==> config.mk <==
export PLATFORM = sky130hd
export DESIGN_NAME = telemetry_framer
export DESIGN_NICKNAME = d
export VERILOG_FILES = /design/src/rtl/telemetry_pkg.sv /design/src/rtl/telemetry_byte_mux.sv /design/src/rtl/telemetry_framer.sv
export SDC_FILE = /design/constraint.sdc
export NUM_CORES = 1
export LEC_CHECK = 0
export ABC_CLOCK_PERIOD_IN_PS = 5050
export BUFFER_PORTS_ARGS = -buffer_cell sky130_fd_sc_hd__clkbuf_2
export CAP_MARGIN = 20
export CORE_MARGIN = 3
export CORE_UTILIZATION = 25
export DETAILED_ROUTE_END_ITERATION = 10
export HOLD_SLACK_MARGIN = 0.02
export PLACE_DENSITY = 0.43
export SLEW_MARGIN = 10
export SYNTH_ARGS = -nofsm -noshare
export SYNTH_HDL_FRONTEND = slang
export SYNTH_HIERARCHICAL = 1
export SYNTH_SLANG_ARGS = --single-unit
export TNS_END_PERCENT = 1
==> constraint.sdc <==
create_clock -name clk -period 5.05 [get_ports clk]
set_input_delay 1.01 -clock clk [delete_from_list [all_inputs] [get_ports clk]]
set_output_delay 1.01 -clock clk [all_outputs]
set_load 0.005 [all_outputs]
==> src/rtl/telemetry_pkg.sv <==
`default_nettype none
// ============================================================================
// Module   : telemetry_pkg
// Purpose  : Shared frame layout, ASCII constants, FSM encoding and hex helper.
// Revision : 1.0
// ============================================================================
package telemetry_pkg;

    localparam int FRAME_LEN = 18;
    localparam int IDX_W     = 5;

    // First byte of each field within the 18-byte line
    localparam logic [IDX_W-1:0] IDX_E1   = 5'd0;
    localparam logic [IDX_W-1:0] IDX_E2   = 5'd4;
    localparam logic [IDX_W-1:0] IDX_ADC  = 5'd8;
    localparam logic [IDX_W-1:0] IDX_TEMP = 5'd11;
    localparam logic [IDX_W-1:0] IDX_BILL = 5'd14;
    localparam logic [IDX_W-1:0] IDX_CR   = 5'd16;
    localparam logic [IDX_W-1:0] IDX_LF   = 5'd17;
    localparam logic [IDX_W-1:0] IDX_LAST = IDX_W'(FRAME_LEN - 1);

    localparam logic [7:0] SP = 8'h20;
    localparam logic [7:0] CR = 8'h0D;
    localparam logic [7:0] LF = 8'h0A;

    typedef enum logic [2:0] {
        ST_IDLE  = 3'd0,
        ST_LOAD  = 3'd1,
        ST_START = 3'd2,
        ST_GUARD = 3'd3,
        ST_WAIT  = 3'd4
    } state_t;

    typedef struct packed {
        logic [11:0] enc1;
        logic [11:0] enc2;
        logic [7:0]  adc;
        logic [7:0]  temp;
        logic [7:0]  bill;
    } snap_t;

    function automatic logic [7:0] hex_ascii(input logic [3:0] nib);
        return (nib < 4'd10) ? ({4'h0, nib} + 8'h30) : ({4'h0, nib} + 8'h37);
    endfunction

endpackage
`default_nettype wire

==> src/rtl/telemetry_byte_mux.sv <==
`default_nettype none
// ============================================================================
// Module   : telemetry_byte_mux
// Purpose  : Combinational map from byte index and field snapshot to line byte.
// Revision : 1.0
// ============================================================================
module telemetry_byte_mux
    import telemetry_pkg::*;
(
    input  logic [IDX_W-1:0] idx,
    input  snap_t            snap,
    output logic [7:0]       byte_out
);

    always_comb begin
        byte_out = 8'h00;
        case (idx)
            IDX_E1:            byte_out = hex_ascii(snap.enc1[11:8]);
            IDX_E1 + 5'd1:     byte_out = hex_ascii(snap.enc1[7:4]);
            IDX_E1 + 5'd2:     byte_out = hex_ascii(snap.enc1[3:0]);
            IDX_E1 + 5'd3:     byte_out = SP;
            IDX_E2:            byte_out = hex_ascii(snap.enc2[11:8]);
            IDX_E2 + 5'd1:     byte_out = hex_ascii(snap.enc2[7:4]);
            IDX_E2 + 5'd2:     byte_out = hex_ascii(snap.enc2[3:0]);
            IDX_E2 + 5'd3:     byte_out = SP;
            IDX_ADC:           byte_out = hex_ascii(snap.adc[7:4]);
            IDX_ADC + 5'd1:    byte_out = hex_ascii(snap.adc[3:0]);
            IDX_ADC + 5'd2:    byte_out = SP;
            IDX_TEMP:          byte_out = hex_ascii(snap.temp[7:4]);
            IDX_TEMP + 5'd1:   byte_out = hex_ascii(snap.temp[3:0]);
            IDX_TEMP + 5'd2:   byte_out = SP;
            IDX_BILL:          byte_out = hex_ascii(snap.bill[7:4]);
            IDX_BILL + 5'd1:   byte_out = hex_ascii(snap.bill[3:0]);
            IDX_CR:            byte_out = CR;
            IDX_LF:            byte_out = LF;
            default:           byte_out = 8'h00;
        endcase
    end

endmodule
`default_nettype wire

==> src/rtl/telemetry_framer.sv <==
`default_nettype none
// ============================================================================
// Module   : telemetry_framer
// Purpose  : Snapshots sensor fields and streams one ASCII hex line per frame.
// Revision : 1.0
// ============================================================================
module telemetry_framer
    import telemetry_pkg::*;
#(
    parameter int HEARTBEAT_TICKS = 256,
    parameter int CNT_W           = 16
) (
    input  logic             clk,
    input  logic             rst,
    input  logic             send_tick,
    input  logic [11:0]      enc1_pos,
    input  logic [11:0]      enc2_pos,
    input  logic [7:0]       adc_data,
    input  logic [7:0]       temperature,
    input  logic [7:0]       bill_acc,
    input  logic             tx_busy,
    output logic             tx_start,
    output logic [7:0]       tx_data,
    output logic             frame_busy,
    output logic             frame_done,
    output logic [CNT_W-1:0] frame_count
);

    localparam int HB_W = (HEARTBEAT_TICKS > 1) ? $clog2(HEARTBEAT_TICKS) : 1;
    localparam logic [HB_W-1:0] HB_MAX =
        (HEARTBEAT_TICKS > 0) ? HB_W'(HEARTBEAT_TICKS - 1) : '0;

    state_t            state_q, state_d;
    logic [IDX_W-1:0]  idx_q, idx_d;
    snap_t             snap_q, snap_d;
    snap_t             last_q, last_d;
    logic              first_q, first_d;
    logic [HB_W-1:0]   hb_q, hb_d;
    logic              tx_start_q, tx_start_d;
    logic [7:0]        tx_data_q, tx_data_d;
    logic              frame_busy_q, frame_busy_d;
    logic              frame_done_q, frame_done_d;
    logic [CNT_W-1:0]  frame_count_q, frame_count_d;

    snap_t             snap_in;
    logic              send_now;
    logic [7:0]        mux_byte;

    telemetry_byte_mux u_byte_mux (
        .idx      (idx_q),
        .snap     (snap_q),
        .byte_out (mux_byte)
    );

    always_comb begin
        snap_in  = {enc1_pos, enc2_pos, adc_data, temperature, bill_acc};
        send_now = first_q || (snap_in != last_q) ||
                   ((HEARTBEAT_TICKS != 0) && (hb_q == HB_MAX));

        state_d       = state_q;
        idx_d         = idx_q;
        snap_d        = snap_q;
        last_d        = last_q;
        first_d       = first_q;
        hb_d          = hb_q;
        tx_start_d    = 1'b0;
        tx_data_d     = tx_data_q;
        frame_busy_d  = frame_busy_q;
        frame_done_d  = 1'b0;
        frame_count_d = frame_count_q;

        case (state_q)
            ST_IDLE: begin
                if (send_tick) begin
                    if (send_now) begin
                        state_d      = ST_LOAD;
                        frame_busy_d = 1'b1;
                        idx_d        = '0;
                        snap_d       = snap_in;
                        last_d       = snap_in;
                        first_d      = 1'b0;
                        hb_d         = '0;
                    end else if (hb_q != HB_MAX) begin
                        hb_d = hb_q + HB_W'(1);
                    end
                end
            end
            ST_LOAD: begin
                // tx_start rises together with the new byte so START sees both
                tx_data_d  = mux_byte;
                tx_start_d = 1'b1;
                state_d    = ST_START;
            end
            ST_START: state_d = ST_GUARD;
            // transmitter raises busy one cycle after start; don't sample it yet
            ST_GUARD: state_d = ST_WAIT;
            ST_WAIT: begin
                if (!tx_busy) begin
                    if (idx_q == IDX_LAST) begin
                        frame_done_d  = 1'b1;
                        frame_count_d = frame_count_q + CNT_W'(1);
                        frame_busy_d  = 1'b0;
                        state_d       = ST_IDLE;
                    end else begin
                        idx_d   = idx_q + 5'd1;
                        state_d = ST_LOAD;
                    end
                end
            end
            default: state_d = ST_IDLE;
        endcase
    end

    always_ff @(posedge clk or posedge rst) begin
        if (rst) begin
            state_q       <= ST_IDLE;
            idx_q         <= '0;
            snap_q        <= '0;
            last_q        <= '0;
            first_q       <= 1'b1;
            hb_q          <= '0;
            tx_start_q    <= 1'b0;
            tx_data_q     <= 8'h00;
            frame_busy_q  <= 1'b0;
            frame_done_q  <= 1'b0;
            frame_count_q <= '0;
        end else begin
            state_q       <= state_d;
            idx_q         <= idx_d;
            snap_q        <= snap_d;
            last_q        <= last_d;
            first_q       <= first_d;
            hb_q          <= hb_d;
            tx_start_q    <= tx_start_d;
            tx_data_q     <= tx_data_d;
            frame_busy_q  <= frame_busy_d;
            frame_done_q  <= frame_done_d;
            frame_count_q <= frame_count_d;
        end
    end

    assign tx_start    = tx_start_q;
    assign tx_data     = tx_data_q;
    assign frame_busy  = frame_busy_q;
    assign frame_done  = frame_done_q;
    assign frame_count = frame_count_q;

endmodule
`default_nettype wire

==> flow_summary.json, run 1 <==
{
  "outcome": "finished clean",
  "core_um2": 23600,
  "yosys.area_share.simple_pct": 18.2,
  "ys_ff_latch": 92,
  "r2r_start": "last_q[46]",
  "cts_setup_buffers": 0,
  "row_count": 56,
  "synthXorXnorAreaFrac_pct": 11.4,
  "via_per_inst": 4.81,
  "setup_violations": 0,
  "num_antenna_cells": 0,
  "path_class": "in -> reg",
  "multiInputGateArea_um2": 3440,
  "synth_area_um2": 6040,
  "cp_data_required_time_ps": 5300,
  "drc_errors": 0,
  "rsz0062_at_grt": "false",
  "yosysWarnings": 6,
  "slew_headroom_pct": 33.0,
  "synthTopCellsByArea": "dfrtp_1 (38%), mux2_2 (10%), xor2_1 (5.8%)",
  "holdBufCountCts": 0,
  "grt_first_pass_wirelength_um": 28400,
  "maxSlewViolCount": 0,
  "drt-met1-wl_um": 9310,
  "min_from": "frame_count[15]",
  "setup_ws_ps": 1380,
  "syn_to_final_growth_pct": 16.0,
  "setup_tns_ps": 0,
  "p_leak_nw": 2.99,
  "cts_resized": 0,
  "grt_max_degree": 64,
  "crit_path_top_delay_cell": "nor4_1",
  "dr.pass1.iters": 5,
  "period_needed_ps": 3670,
  "ir_worst_vdd_mv": 0.194,
  "dr_total_vias": 4857,
  "worstMarginPinSlew_ps": 1000,
  "hold_path.class": "reg -> reg",
  "ioPinCount": 79,
  "crit_path_start": "enc1_pos[10]",
  "hold_viol_final": 0,
  "num-fill-cells": 2530,
  "tritoncts": "done",
  "synthCells": 613,
  "synth_edf_count": 0,
  "htreeDepth": 3,
  "synth_mux_area_share_pct": 11.2,
  "drtIter0Drc": 341,
  "synth.top_cell.area_share_pct": 37.7,
  "top_layer_used": "met4",
  "power_density_nw_per_um2": 553,
  "avgSynthCellArea_um2": 9.85,
  "async_flop_share_pct": 100,
  "synth_top_family_by_area": "simple AND/OR/NAND/NOR gates",
  "synth_fp_nets": 681,
  "post_synth_num_cell_types": 66,
  "die_y_um": 161,
  "dieWidth_um": 161,
  "synthAdderAreaFrac_pct": 3.31,
  "grt_pass1_vias": 4769,
  "numClockSinks": 92,
  "synth_area_leader_cell": "dfrtp_1",
  "final_nets": 754,
  "drt-total-wl_um": 18000,
  "end_kind": "register",
  "timing.hold.ws_ps": 476,
  "die-area_um2": 26100,
  "drive_gt1_share_pct": 25.6,
  "placed_area_um2": 6710,
  "skew_ps": 13.9,
  "start_util_pct": 25.6,
  "overflow": 0,
  "antenna_found_initial": 0,
  "routabilityCongestion": 0.885,
  "yosysSeqAreaShare_pct": 38.1,
  "final_core_util_pct": 29.7,
  "clkLatencyLatePin_ps": 370,
  "regArea_um2": 2300,
  "clock_path_buffers": 2,
  "place.detailed.hpwl_um": 13800,
  "dp_slack_ps": 1040,
  "wl_met2_um": 7520,
  "antenna_left": 0,
  "ys.flop_type": "dfrtp_1",
  "fmax_mhz": 272,
  "synth-compound-area-share_pct": 12.7,
  "met3_wirelength_um": 844,
  "crit_arrival_ps": 3920,
  "avgRoutedWirePerCell_um": 17.9,
  "fin_area_um2": 7010,
  "path_cells": "clkbuf_2 -> xor2_1 -> nor4_1 -> nand4_1 -> nor4_4 -> nor2_4 -> buf_4 -> mux2_4",
  "fin_crit_sh_pct": 72.7,
  "clk_pin_slew_ps": 70,
  "drv_cap": 0,
  "io_buffer_count": 78,
  "cp-start-kind": "input pin",
  "grt_util_all_layers_pct": 14.2,
  "slowest_delay_ps": 820,
  "ctsRootBufferMaster": "clkbuf_16",
  "crit_fanout": 33,
  "cts_buffers": 9
}
[cell type report]
cell class                 instances  area share (%)
timing repair buffer              81            5.89
sequential                        92            32.9
clock inverter                     6           0.893
clock buffer                      10            3.41
tap                              319            5.70
inverter                          39            2.12
multi-input combinational        463            49.1
[Yosys cell counts (3+ instances only)]
master,instances
o2111ai_1,3
xor2_1,40
nor4_1,14
a21oi_1,34
a2111oi_0,3
or3_1,5
nand2_1,36
and4b_1,9
ha_1,16
o21ai_0,25
nand4_1,18
o22ai_1,17
dfrtp_1,91
nor2b_1,14
buf_6,9
mux2_4,4
nor4b_1,3
nor2_1,26
nor3b_1,4
nor3_1,8
o21ai_1,3
mux2_2,54
and2_1,3
a32oi_1,11
xnor2_1,37
nand3_1,22
inv_1,39
buf_2,5
a21o_1,4
a211oi_1,9
clkbuf_1,4
[worst paths after layout]
check / end / slack, ps / depth (start not counted)
max: last_q[15] / 1380 / 8
min reg2reg: frame_count[15] / 480 / 1
max in group asynchronous: last_q[43] / 3340 / 3
min: frame_count[15] / 480 / 1
min in group asynchronous: last_q[26] / 780 / 2
max reg2reg: last_q[15] / 1570 / 7
[report_power, final]
part / leakage (nW) / switching, mW / internal, mW / total, mW
clock network: 0.151 / 0.347 / 0.365 / 0.712
registers: 1.14 / 0.461 / 0.986 / 1.45
logic: 1.70 / 0.889 / 0.824 / 1.71
[state kept, by name, indices dropped and copies added (netlist names)]
| signal | count |
|---|---|
| frame_count | 16 |
| idx_q | 5 |
| frame_done | 1 |
| tx_data | 8 |
| frame_busy | 1 |
| last_q | 48 |
| tx_start | 1 |
| hb_q | 8 |
| state_q | 3 |
| first_q | 1 |
[cells by family (layout without fill, tap and decap cells)]
logic type      after synthesis  after routing
other cells                   1              1
mux                          59             59
xor+xnor                     78             78
flops                        92             92
compound gates              121            121
simple gates                188            188
buf+inv                      58            136
fa+ha+maj                    16             16
[metal layers]
metal  vias up  track usage (%)
met2       131             20.1
met3        24             3.13
met4         0             4.18
met5         -                0
li1       2380                -
met1      2322             21.3
[worst max-delay path, delay by kind of cell]
kind / cells / cell delay [ps]
and+or+nand+nor: 4 / 2010
xor gates and xnor gates: 1 / 140
muxes: 1 / 320
buffers and inverters: 2 / 420
[through the flow]
stage | std cells | power, mW
floorplan | 613 | 2.62
global placement | 994 | 3.17
detailed placement | 994 | 3.17
CTS | 1010 | 3.92
global route | 1010 | 4.19
finish | 1010 | 3.87
[placed cells by master, fill, tap and decap left out, drive strengths merged, types with 16 or more instances in the layout]
cell	count
o22ai	17
ha	16
clkbuf	88
o21ai	28
nor2	28
nand2	38
a21oi	34
mux2	58
nand4	18
inv	44
xnor2	38
xor2	40
nand3	23
dfrtp	91
Power figures use the tool's default switching activity.
==> run 2: changes to the inputs <==
--- a/config.mk
+++ b/config.mk
@@ -5,7 +5,8 @@
 export SDC_FILE = /design/constraint.sdc
 export NUM_CORES = 1
 export LEC_CHECK = 0
-export ABC_CLOCK_PERIOD_IN_PS = 5050
+export ABC_AREA = 1
+export ABC_CLOCK_PERIOD_IN_PS = 3600
 export BUFFER_PORTS_ARGS = -buffer_cell sky130_fd_sc_hd__clkbuf_2
 export CAP_MARGIN = 20
 export CORE_MARGIN = 3
==> constraint.sdc (replaced) <==
create_clock -name clk -period 3.6 [get_ports clk]
set_input_delay 0.72 -clock clk [delete_from_list [all_inputs] [get_ports clk]]
set_output_delay 0.72 -clock clk [all_outputs]
set_load 0.005 [all_outputs]
==> flow_summary.json, run 2 <==
{
  "outcome": "finished clean",
  "syn_to_final_growth_pct": 16.4,
  "cts_resized": 0,
  "setup_violations": 0,
  "routabilityCongestion": 0.878,
  "seqPwrFrac_pct": 37.0,
  "die_y_um": 168,
  "synth_edf_count": 0,
  "antenna_found_initial": 0,
  "setup_ws_ps": 1180,
  "yosysWarnings": 6,
  "power_density_nw_per_um2": 673,
  "critPathBufInv": 3,
  "crit_path_top_delay_cell": "nand2_4",
  "post_synth_num_cell_types": 41,
  "switching_power_mw": 2.47,
  "place.detailed.hpwl_um": 16000,
  "ir_worst_vdd_mv": 0.226,
  "rsz0062_at_grt": "false",
  "path_cells": "clkbuf_2 -> inv_1 -> nand2_1 -> o21ai_0 -> nor2_1 -> nand2_1 -> nor2_1 -> nand2_1 -> nor2_2 -> nand2_2 -> nand2_4 -> buf_12 -> nor2_1 -> a21oi_1",
  "grt_util_all_layers_pct": 14.3,
  "r2r_start": "last_q[7]",
  "synth.top_cell.area_share_pct": 34.6,
  "holdBufCountCts": 0,
  "synthTopCellsByCount": "nand2_1 (368), inv_1 (155), nor2_1 (102)",
  "switching_share_pct": 48.0,
  "yosysSeqAreaShare_pct": 35.0,
  "start_util_pct": 25.7,
  "fmax_mhz": 414,
  "grt_first_pass_wirelength_um": 32100,
  "grt_pass1_vias": 5897,
  "final_common_cell": "nand2_1",
  "antenna_left": 0,
  "end_kind": "register",
  "cp-start-kind": "input pin",
  "htreeDepth": 3,
  "crit_arrival_ps": 2690,
  "avgSynthCellArea_um2": 6.41,
  "slowest_delay_ps": 320,
  "final_cell_mix": "nand2_1 (368), inv_1 (154), nor2_1 (102)",
  "tritoncts": "done",
  "drc_errors": 0,
  "total_power_mw": 5.15,
  "drtIter0Drc": 460,
  "cp_data_required_time_ps": 3880,
  "ys.flop_type": "dfrtp_1",
  "avgRoutedWirePerCell_um": 13.7,
  "synthCells": 1025,
  "skew_ps": 6.42,
  "row_count": 58,
  "io_buffer_count": 78,
  "hold_path.class": "in -> async",
  "crit_path_start": "temperature[4]",
  "clk_pin_slew_ps": 70,
  "path_class": "in -> reg",
  "p_leak_nw": 4.13,
  "p_int_mw": 2.68,
  "synth_area_leader_cell": "dfrtp_1",
  "num_antenna_cells": 0,
  "setup_tns_ps": 0,
  "maxSlewViolCount": 0,
  "cp_top_family": "simple AND/OR/NAND/NOR gates",
  "slew_headroom_pct": 54.1,
  "dp_slack_ps": 766,
  "final_nets": 1176,
  "synth_area_um2": 6570,
  "timing.hold.ws_ps": 391,
  "dieWidth_um": 168,
  "period_needed_ps": 2420,
  "crit_fanout": 53,
  "core_um2": 25500,
  "clock_path_buffers": 2,
  "yosysMostFrequentCell": "nand2_1",
  "top_register": "last_q",
  "drv_cap": 0,
  "cts_buffers": 9,
  "clkLatencyLatePin_ps": 350,
  "drt-total-wl_um": 19800,
  "overflow": 0,
  "dr_total_vias": 6205,
  "synth_fp_nets": 1093,
  "via_per_inst": 4.30,
  "die-area_um2": 28300,
  "cts_setup_buffers": 0,
  "grt_max_degree": 54,
  "dr.pass1.iters": 5,
  "ys_ff_latch": 92,
  "power_frac_comb_pct": 44.7,
  "worstMarginPinSlew_ps": 681,
  "synthTopCellsByArea": "dfrtp_1 (35%), nand2_1 (21%), inv_1 (8.9%)",
  "drive_gt1_share_pct": 12.2,
  "async_flop_share_pct": 100,
  "hold_viol_final": 0,
  "fin_crit_sh_pct": 67.1,
  "numClockSinks": 92,
  "power.share.clock_pct": 18.3,
  "largest_reg_flops": 48,
  "ctsRootBufferMaster": "clkbuf_16",
  "ioPinCount": 79
}
## run 2: cell type report
class | instances | area [µm²]
clock buffers | 12 | 246
inverters | 160 | 606
multi-input cells | 761 | 3600
fillers | 2908 | 17900
clock inverters | 4 | 33.8
well taps | 330 | 413
flip-flops and latches | 92 | 2300
repair buffers | 84 | 448
## run 2: worst paths after layout
path | cells past startpoint | endpoint | slack [ps]
setup / recovery | 14 | last_q[41] | 1180
hold / removal | 2 | frame_count[14] | 390
setup reg to reg | 12 | last_q[41] | 1230
hold reg to reg | 2 | tx_data[0] | 480
max in group asynchronous | 3 | idx_q[3] | 2540
min in group clk | 2 | tx_data[0] | 480
## run 2: power groups by stage
stage	Clock [mW]	Sequential, mW	Combinational [mW]
2_1_floorplan	0	1.73	1.73
4_1_cts	0.982	1.92	2.33
3_5_place_dp	0	1.93	2.32
5_1_grt	1.03	1.99	2.74
6_report	0.941	1.91	2.30
3_3_place_gp	0	1.94	2.30
## run 2: worst register-to-register path, cell delays in order, from the launching register on
cell and delay [ps]:
dfrtp_1 500, nand2_1 170, o21ai_0 100, nor2_1 90, nand2_1 70, nor2_1 90
nand2_1 110, nor2_2 130, nand2_2 250, nand2_4 320, buf_12 270, nor2_1 80
a21oi_1 110
## run 2: metal layers
metal | wire (µm) | GRT usage [%]
met5 | 0 | 0
met4 | 286 | 3.63
met3 | 649 | 2.11
met2 | 8850 | 22.2
met1 | 9990 | 20.7
## run 2: per-stage QoR
step	utilization (%)	area [µm²]	instances
2_1_floorplan	-	6570	1025
3_3_place_gp	28.9	7370	1427
3_5_place_dp	28.9	7370	1427
4_1_cts	30.0	7650	1443
5_1_grt	30.0	7650	1443
6_report	30.0	7650	1443
## run 2: kinds of logic after synthesis
family	Yosys count	share of synthesized area, %
buf+inv	172	10.1
xor+xnor	28	3.73
simple gates	619	40.5
compound gates	97	7.52
other cells	1	0.0570
fa+ha+maj	16	3.05
flops	92	35.0
